===== src/rtl/fft_frame_buffer.sv =====
// ---------------------------------------------------------------------------
// fft_frame_buffer
//
// Serial-in, parallel-out sample collector for the FFT input. Samples are
// shifted into a DEPTH x WIDTH chain. When a frame of DEPTH samples is
// complete, it is copied into a held output bank. The bank can be presented
// in natural order or in bit-reversed order (radix-2 DIT input order). A
// valid/ack handshake hands each frame to the FFT core. A sticky overflow
// flag records a frame that completed while the previous one was still
// unacknowledged.
//
// Ports:
//   clk          in   rising-edge clock for all state
//   rst_n        in   asynchronous active-low reset
//   in_data      in   [WIDTH]        input sample
//   in_valid     in                  sample strobe
//   clear        in                  synchronous flush of collector, valid, overflow
//   frame_ack    in                  consumer has taken the current frame
//   frame_data   out  [DEPTH*WIDTH]  held frame, slot k = [k*WIDTH +: WIDTH]
//   frame_valid  out                 frame_data holds an unacknowledged frame
//   fill_count   out  [CNT_W]        samples in the current partial frame
//   overflow     out                 sticky overrun flag
// ---------------------------------------------------------------------------
module fft_frame_buffer #(
    parameter int WIDTH       = 8,
    parameter int DEPTH       = 8,
    parameter int BIT_REVERSE = 0,
    parameter int CNT_W       = $clog2(DEPTH)
) (
    input  logic                   clk,
    input  logic                   rst_n,
    input  logic [WIDTH-1:0]       in_data,
    input  logic                   in_valid,
    input  logic                   clear,
    input  logic                   frame_ack,
    output logic [DEPTH*WIDTH-1:0] frame_data,
    output logic                   frame_valid,
    output logic [CNT_W-1:0]       fill_count,
    output logic                   overflow
);

    // Reverse the low CNT_W bits of a slot index.
    function automatic logic [CNT_W-1:0] bitrev(input logic [CNT_W-1:0] idx);
        logic [CNT_W-1:0] r;
        r = '0;
        for (int i = 0; i < CNT_W; i++) begin
            r[i] = idx[CNT_W-1-i];
        end
        return r;
    endfunction

    logic [WIDTH-1:0]       chain_r [DEPTH];
    logic [WIDTH-1:0]       chain_nxt_s [DEPTH];
    logic [DEPTH*WIDTH-1:0] frame_data_r;
    logic [DEPTH*WIDTH-1:0] frame_nxt_s;
    logic [WIDTH-1:0]       sample_s [DEPTH];
    logic [CNT_W-1:0]       fill_count_r;
    logic [CNT_W-1:0]       fill_nxt_s;
    logic                   frame_valid_r;
    logic                   valid_nxt_s;
    logic                   overflow_r;
    logic                   overflow_nxt_s;
    logic                   accept_s;
    logic                   complete_s;

    // clear overrides any sample offered in the same cycle.
    assign accept_s   = in_valid & ~clear;
    assign complete_s = accept_s && (fill_count_r == CNT_W'(DEPTH - 1));

    // Next state of the shift chain: stage 0 receives the newest sample.
    always_comb begin
        for (int i = 0; i < DEPTH; i++) begin
            chain_nxt_s[i] = chain_r[i];
        end
        if (accept_s) begin
            chain_nxt_s[0] = in_data;
            for (int i = 1; i < DEPTH; i++) begin
                chain_nxt_s[i] = chain_r[i-1];
            end
        end else begin
            for (int i = 0; i < DEPTH; i++) begin
                chain_nxt_s[i] = chain_r[i];
            end
        end
    end

    // Arrange the completed frame in arrival order.
    // s[DEPTH-1] is the sample arriving now. s[j] for j < DEPTH-1 sits
    // DEPTH-2-j stages into the chain.
    always_comb begin
        for (int j = 0; j < DEPTH; j++) begin
            sample_s[j] = '0;
        end
        sample_s[DEPTH-1] = in_data;
        for (int j = 0; j < DEPTH - 1; j++) begin
            sample_s[j] = chain_r[DEPTH-2-j];
        end
    end

    // Map arrival order to output slots, in natural or bit-reversed order.
    always_comb begin
        frame_nxt_s = '0;
        for (int k = 0; k < DEPTH; k++) begin
            if (BIT_REVERSE != 0) begin
                frame_nxt_s[k*WIDTH +: WIDTH] = sample_s[bitrev(CNT_W'(k))];
            end else begin
                frame_nxt_s[k*WIDTH +: WIDTH] = sample_s[k];
            end
        end
    end

    // Next state of the fill counter, handshake and overflow flag.
    always_comb begin
        fill_nxt_s     = fill_count_r;
        valid_nxt_s    = frame_valid_r;
        overflow_nxt_s = overflow_r;
        if (complete_s) begin
            fill_nxt_s  = '0;
            valid_nxt_s = 1'b1;
            // An ack on the completing edge consumes the old frame, so
            // this is not an overrun.
            if (frame_valid_r && !frame_ack) begin
                overflow_nxt_s = 1'b1;
            end else begin
                overflow_nxt_s = overflow_r;
            end
        end else if (accept_s) begin
            fill_nxt_s = fill_count_r + CNT_W'(1);
            if (frame_ack) begin
                valid_nxt_s = 1'b0;
            end else begin
                valid_nxt_s = frame_valid_r;
            end
        end else begin
            fill_nxt_s = fill_count_r;
            if (frame_ack) begin
                valid_nxt_s = 1'b0;
            end else begin
                valid_nxt_s = frame_valid_r;
            end
        end
    end

    // Shift-chain register; clear zeroes every stage.
    always_ff @(posedge clk or negedge rst_n) begin
        if (!rst_n) begin
            for (int i = 0; i < DEPTH; i++) begin
                chain_r[i] <= '0;
            end
        end else if (clear) begin
            for (int i = 0; i < DEPTH; i++) begin
                chain_r[i] <= '0;
            end
        end else begin
            for (int i = 0; i < DEPTH; i++) begin
                chain_r[i] <= chain_nxt_s[i];
            end
        end
    end

    // Control registers: fill counter, frame valid and sticky overflow.
    always_ff @(posedge clk or negedge rst_n) begin
        if (!rst_n) begin
            fill_count_r  <= '0;
            frame_valid_r <= 1'b0;
            overflow_r    <= 1'b0;
        end else if (clear) begin
            fill_count_r  <= '0;
            frame_valid_r <= 1'b0;
            overflow_r    <= 1'b0;
        end else begin
            fill_count_r  <= fill_nxt_s;
            frame_valid_r <= valid_nxt_s;
            overflow_r    <= overflow_nxt_s;
        end
    end

    // Output bank: reloads only when a frame completes; clear leaves it intact.
    always_ff @(posedge clk or negedge rst_n) begin
        if (!rst_n) begin
            frame_data_r <= '0;
        end else if (complete_s) begin
            frame_data_r <= frame_nxt_s;
        end else begin
            frame_data_r <= frame_data_r;
        end
    end

    assign frame_data  = frame_data_r;
    assign frame_valid = frame_valid_r;
    assign fill_count  = fill_count_r;
    assign overflow    = overflow_r;

endmodule


===== config.mk =====
export PLATFORM = sky130hd
export DESIGN_NAME = fft_frame_buffer
export DESIGN_NICKNAME = d
export VERILOG_FILES = /design/src/rtl/fft_frame_buffer.sv
export SDC_FILE = /design/constraint.sdc
export NUM_CORES = 1
export LEC_CHECK = 0
export ABC_AREA = 0
export BUFFER_PORTS_ARGS = -buffer_cell sky130_fd_sc_hd__buf_2
export CAP_MARGIN = 15
export CORE_MARGIN = 2
export CORE_UTILIZATION = 60
export CTS_BUF_LIST = sky130_fd_sc_hd__clkbuf_4 sky130_fd_sc_hd__clkbuf_8 sky130_fd_sc_hd__clkbuf_16
export DETAILED_ROUTE_END_ITERATION = 7
export PLACE_DENSITY = 0.94
export SLEW_MARGIN = 20
export SYNTH_ARGS = -nofsm -noshare
export SYNTH_HDL_FRONTEND = slang
export SYNTH_SLANG_ARGS = --single-unit

===== constraint.sdc =====
create_clock -name clk -period 2.65 [get_ports clk]
set_clock_uncertainty 0.15 [all_clocks]
set_input_delay 0 -clock clk [delete_from_list [all_inputs] [get_ports clk]]
set_output_delay 0 -clock clk [all_outputs]
set_load 0.02 [all_outputs]

; Yosys cells after proc, flatten, opt, wreduce, memory -nomap -nowiden
; Index checks and enable logic that the tools add are counted.
[word_totals]
output_inout_bits = 69
register_bits = 125
[op_classes]
bitwise_logic = 2
addsub = 1
muxes = 11
n_reduce_logical = 9
n_eq_ne = 1
[ops]
columns = operator, n
row1 = $mux W64, 2
row2 = $mux W3, 3
row3 = $mux W1, 6
row4 = $reduce_bool A2 Y1, 3
row5 = $reduce_bool A3 Y1, 2
row6 = $add A3 B1 Y3 const B, 1
row7 = $eq A3 B3 Y1 const B, 1
row8 = $logic_and A1 B1 Y1, 2
row9 = $reduce_and A2 Y1, 1
row10 = $and A1 B1 Y1, 1
row11 = $logic_not A1 Y1, 1
row12 = $not A1 Y1, 1

; Logic depth before layout (Yosys ltp)
[depth]
ltp_word = 5
depth_mapped = 6
depth_no_buf = 4

; Worst setup path after synthesis
; Ideal clock, no wire load.
[synth_timing]
kind = register -> register
start = register fill_count_r[0], in the netlist fill_count[0]
end = register frame_data_r[0], in the netlist frame_data[0]
arrival_ns = 1.614
period_less_slack_ns = 1.889
n_path_buf = 2
setup_slack_ns = 0.761
stages_incl_launch_ff = 7
path_cell_list = dfrtp_1 > ha_1 > ha_1 > nand3b_4 > buf_6 > buf_6 > mux2_4
[synth_via]
elab_chain_cells = 2
[synth_rtl]
columns = item, line_no
row1 = "start, declared", 57  ; logic [CNT_W-1:0] fill_count_r;
row2 = "start signal, assigned", 172  ; fill_count_r <= fill_nxt_s;
row3 = $eq A3 B3 Y1, 68  ; assign complete_s = accept_s && (fill_count_r == CNT_W'(DEPTH - 1));
row4 = $logic_and A1 B1 Y1, 68
row5 = "end signal, assigned", 183  ; frame_data_r <= frame_nxt_s;
row6 = "end signal, assigned", 185  ; frame_data_r <= frame_data_r;
row7 = "end, declared", 54  ; logic [DEPTH*WIDTH-1:0] frame_data_r;
; Every way passes these cells.
; A chain may end at the register's enable or synchronous reset.

; Final worst setup path
[layout_timing]
start = register fill_count_r[0], in the netlist fill_count[0]
end = register frame_data_r[63], in the netlist frame_data[63]
; The elaborated chain is that of the path after synthesis.

==> flow_summary.yaml <==
cts:
  post_cts.repair.setup_buffers: 0
  tritoncts: "built"
  cts_max_path_buffers: 2
  numCtsBuffers: 17
  clock-sinks: 125
  cts-htree-levels: 4
  cts.clk_slew.worst_paths_ps: 60
  root_buffer: "clkbuf_8"
  cts_resized: 0
  clock_latency_ps: 520
synthesis:
  syn_nets: 354
  synth-seq-cells: 125
  syn_avg_cell_area_sq_um: 15.1
  ys.flop_type: "dfrtp_1"
  synth_area_leaders: "dfrtp_1 (61%), mux2_4 (18%), mux2i_1 (11%)"
  synthMostInstantiatedCell: "dfrtp_1"
  synth_commonest_cells: "dfrtp_1 (125), mux2_4 (60), mux2i_1 (57), nor2_1 (57), buf_6 (8)"
  ys_warn_count: 0
  yosys.area.top_type_share_pct: 61.1
  async_reset_ff_share_pct: 100
  synth_area_sq_um: 5120
  synth_edf_count: 0
  yosysTopAreaCell: "dfrtp_1"
  seq_area_frac_synth_pct: 61.1
  synth_cell_types: 17
  syn_inst: 339
sta:
  finalCritPeriodShare_pct: 81.0
  worst_pin_slew_ps: 632
  rsz0062_at_grt: "false"
  finalSetupViolations: 0
  final_max_slew_viol_count: 0
  fmax_ghz: 0.466
  tns_ps: 0
  fin_crit_ps: 2150
  max_slew_margin_pct: 57.9
  setup_ws_ps: 505
  hold_viol: 0
pwr:
  pwr-share-seq_pct: 44.0
  p_per_area_nw_per_um2: 696
  p_comb_share_pct: 3.8
  swShare_pct: 21.3
  cellLeakagePower_nw: 3.65
  p_int_w: 0.00347
  p_sw_w: 0.000942
  max-vdd-ir-drop_mv: 0.485
  clkPwrFrac_pct: 52.2
critical_path:
  start_kind: "flip-flop"
  crit_path_max_fanout: 5
  cp-endpoint: "frame_data[63]"
  ff2ff_setup_slack_ps: 500
  worst_r2r_path_depth: 5
  arrival_ps: 2390
  startpoint: "fill_count[0]"
  r2r-end: "frame_data[63]"
  critPathKind: "reg2reg"
  worst_ep_required_time_ps: 2890
  crit-reg2reg-launch: "fill_count[0]"
  end_kind: "flip-flop"
min_path:
  hp-class: "in2reg"
finish:
  fin_nets: 455
  drive_gt1_share_pct: 41.3
  multi_input_area_sq_um: 1840
  fin_area_sq_um: 6350
  antenna_cells: 0
  syn_to_final_growth_pct: 23.9
  fillers: 486
  seq_area_sq_um: 3130
global_routing:
  grt_max_degree: 62
  grt_pass1_wl_microns: 17300
  grt_usage_pct: 25.8
  antenna_found_initial: 0
  grt_pass1_vias: 3235
  grt_overflow: 0
outcome:
  outcome: "completed"
placement:
  place_hpwl_microns: 6310
  pre_cts_ws_ps: 564
  portBuffers: 81
  gp_congestion: 0.739
  placed_area_sq_um: 5590
floorplanning:
  coreArea_sq_um: 8260
  die_h_microns: 96.4
  rows: 33
  io_pins: 82
  die_w_microns: 96.4
  initial_utilization_pct: 62.0
  die-area_sq_um: 9290
route:
  drtAntennaViolNets: 0
  drt_first_pass_iters: 5
  drtIter0Drc: 131
  wl_microns: 11100
  drc_errors: 0
  drt-wirelength-per-cell_microns: 19.9
  routed_via_density: 5.49
  via_count: 3061
flow_run:
  max_cap_violations: 0
## cells by family (layout without fill, tap and decap cells)
kind of cell / after synthesis / after routing / synth area share [%]
mux: 121 / 121 / 29.6
simple gates: 65 / 65 / 5.50
compound gates: 4 / 4 / 0.391
flops: 125 / 125 / 61.1
fa+ha+maj: 2 / 2 / 0.488
buf+inv: 22 / 136 / 2.96
## worst min path at each step
stage / from / end / cells past startpoint
global route: in_data[1] / frame_data[57] / 3
detailed placement: rst_n / frame_data[2] / 1
floorplan: rst_n / chain_r[10] / 0
global placement: rst_n / frame_data[3] / 1
CTS: in_data[4] / frame_data[60] / 3
finish: in_data[5] / frame_data[61] / 3
## placed cells by master (no fill, tap or decap)
cell type	count
clkinv_4	1
dfrtp_1	125
or3b_2	1
clkinvlp_4	2
buf_4	7
nand3b_4	1
clkbuf_8	3
clkinv_2	6
inv_1	1
nand4b_1	1
mux2i_1	57
a21oi_1	4
mux2_2	4
nor2_1	57
clkbuf_16	16
bufinv_16	3
dlygate4sd3_1	14
clkbuf_4	1
nand2_1	1
mux2_4	60
buf_2	79
nand3b_1	1
ha_1	2
buf_12	3
nand2b_1	3
## repair_timing
| action | in CTS | in global routing |
|---|---|---|
| endpoints found under the setup margin | 0 | 0 |
| hold buffers | 15 | 0 |
| hold endpoints to repair | 192 | 0 |
## power groups by stage
stage	registers (W)	logic, W	clock network (W)
2_1_floorplan	0.00198	0.0000774	0
3_3_place_gp	0.00197	0.000144	0
3_5_place_dp	0.00198	0.000150	0
4_1_cts	0.00194	0.000171	0.00232
5_1_grt	0.00194	0.000187	0.00243
6_report	0.00194	0.000169	0.00230
## routing by layer
metal	GRT usage [%]	wire [microns]	up-vias
met3	8.22	579	24
met4	9.86	253	0
met2	42.0	5730	103
li1	-	-	1363
met5	0	0	-
met1	32.6	4530	1571
## area by class of cell
type,instances,area share [%]
timing repair buffer,103,10.2
clock inverter,12,2.27
tap,105,2.07
inverter,1,0.0591
sequential,125,49.3
clock buffer,20,7.08
multi-input combinational,192,29.0
## flip-flops by register name (all words and copies together), names as in the netlist
register,flops
frame_data,64
fill_count,3
chain_r,56
overflow,1
frame_valid,1
## worst max-delay path, cell delays in order, from the launching register on
cell	delay, ps
dfrtp_1	400
ha_1	210
ha_1	260
nand3b_4	150
mux2_4	310
dlygate4sd3_1	550
## through the flow
stage	std cells	utilization, %	power, W	hold slack (ps)
6_report	558	76.9	0.00442	137
5_1_grt	558	76.9	0.00456	121
4_1_cts	558	76.9	0.00443	113
3_5_place_dp	511	67.7	0.00213	-141
3_3_place_gp	511	67.7	0.00212	-162
2_1_floorplan	339	-	0.00205	-446
Power figures use the tool's default switching activity.
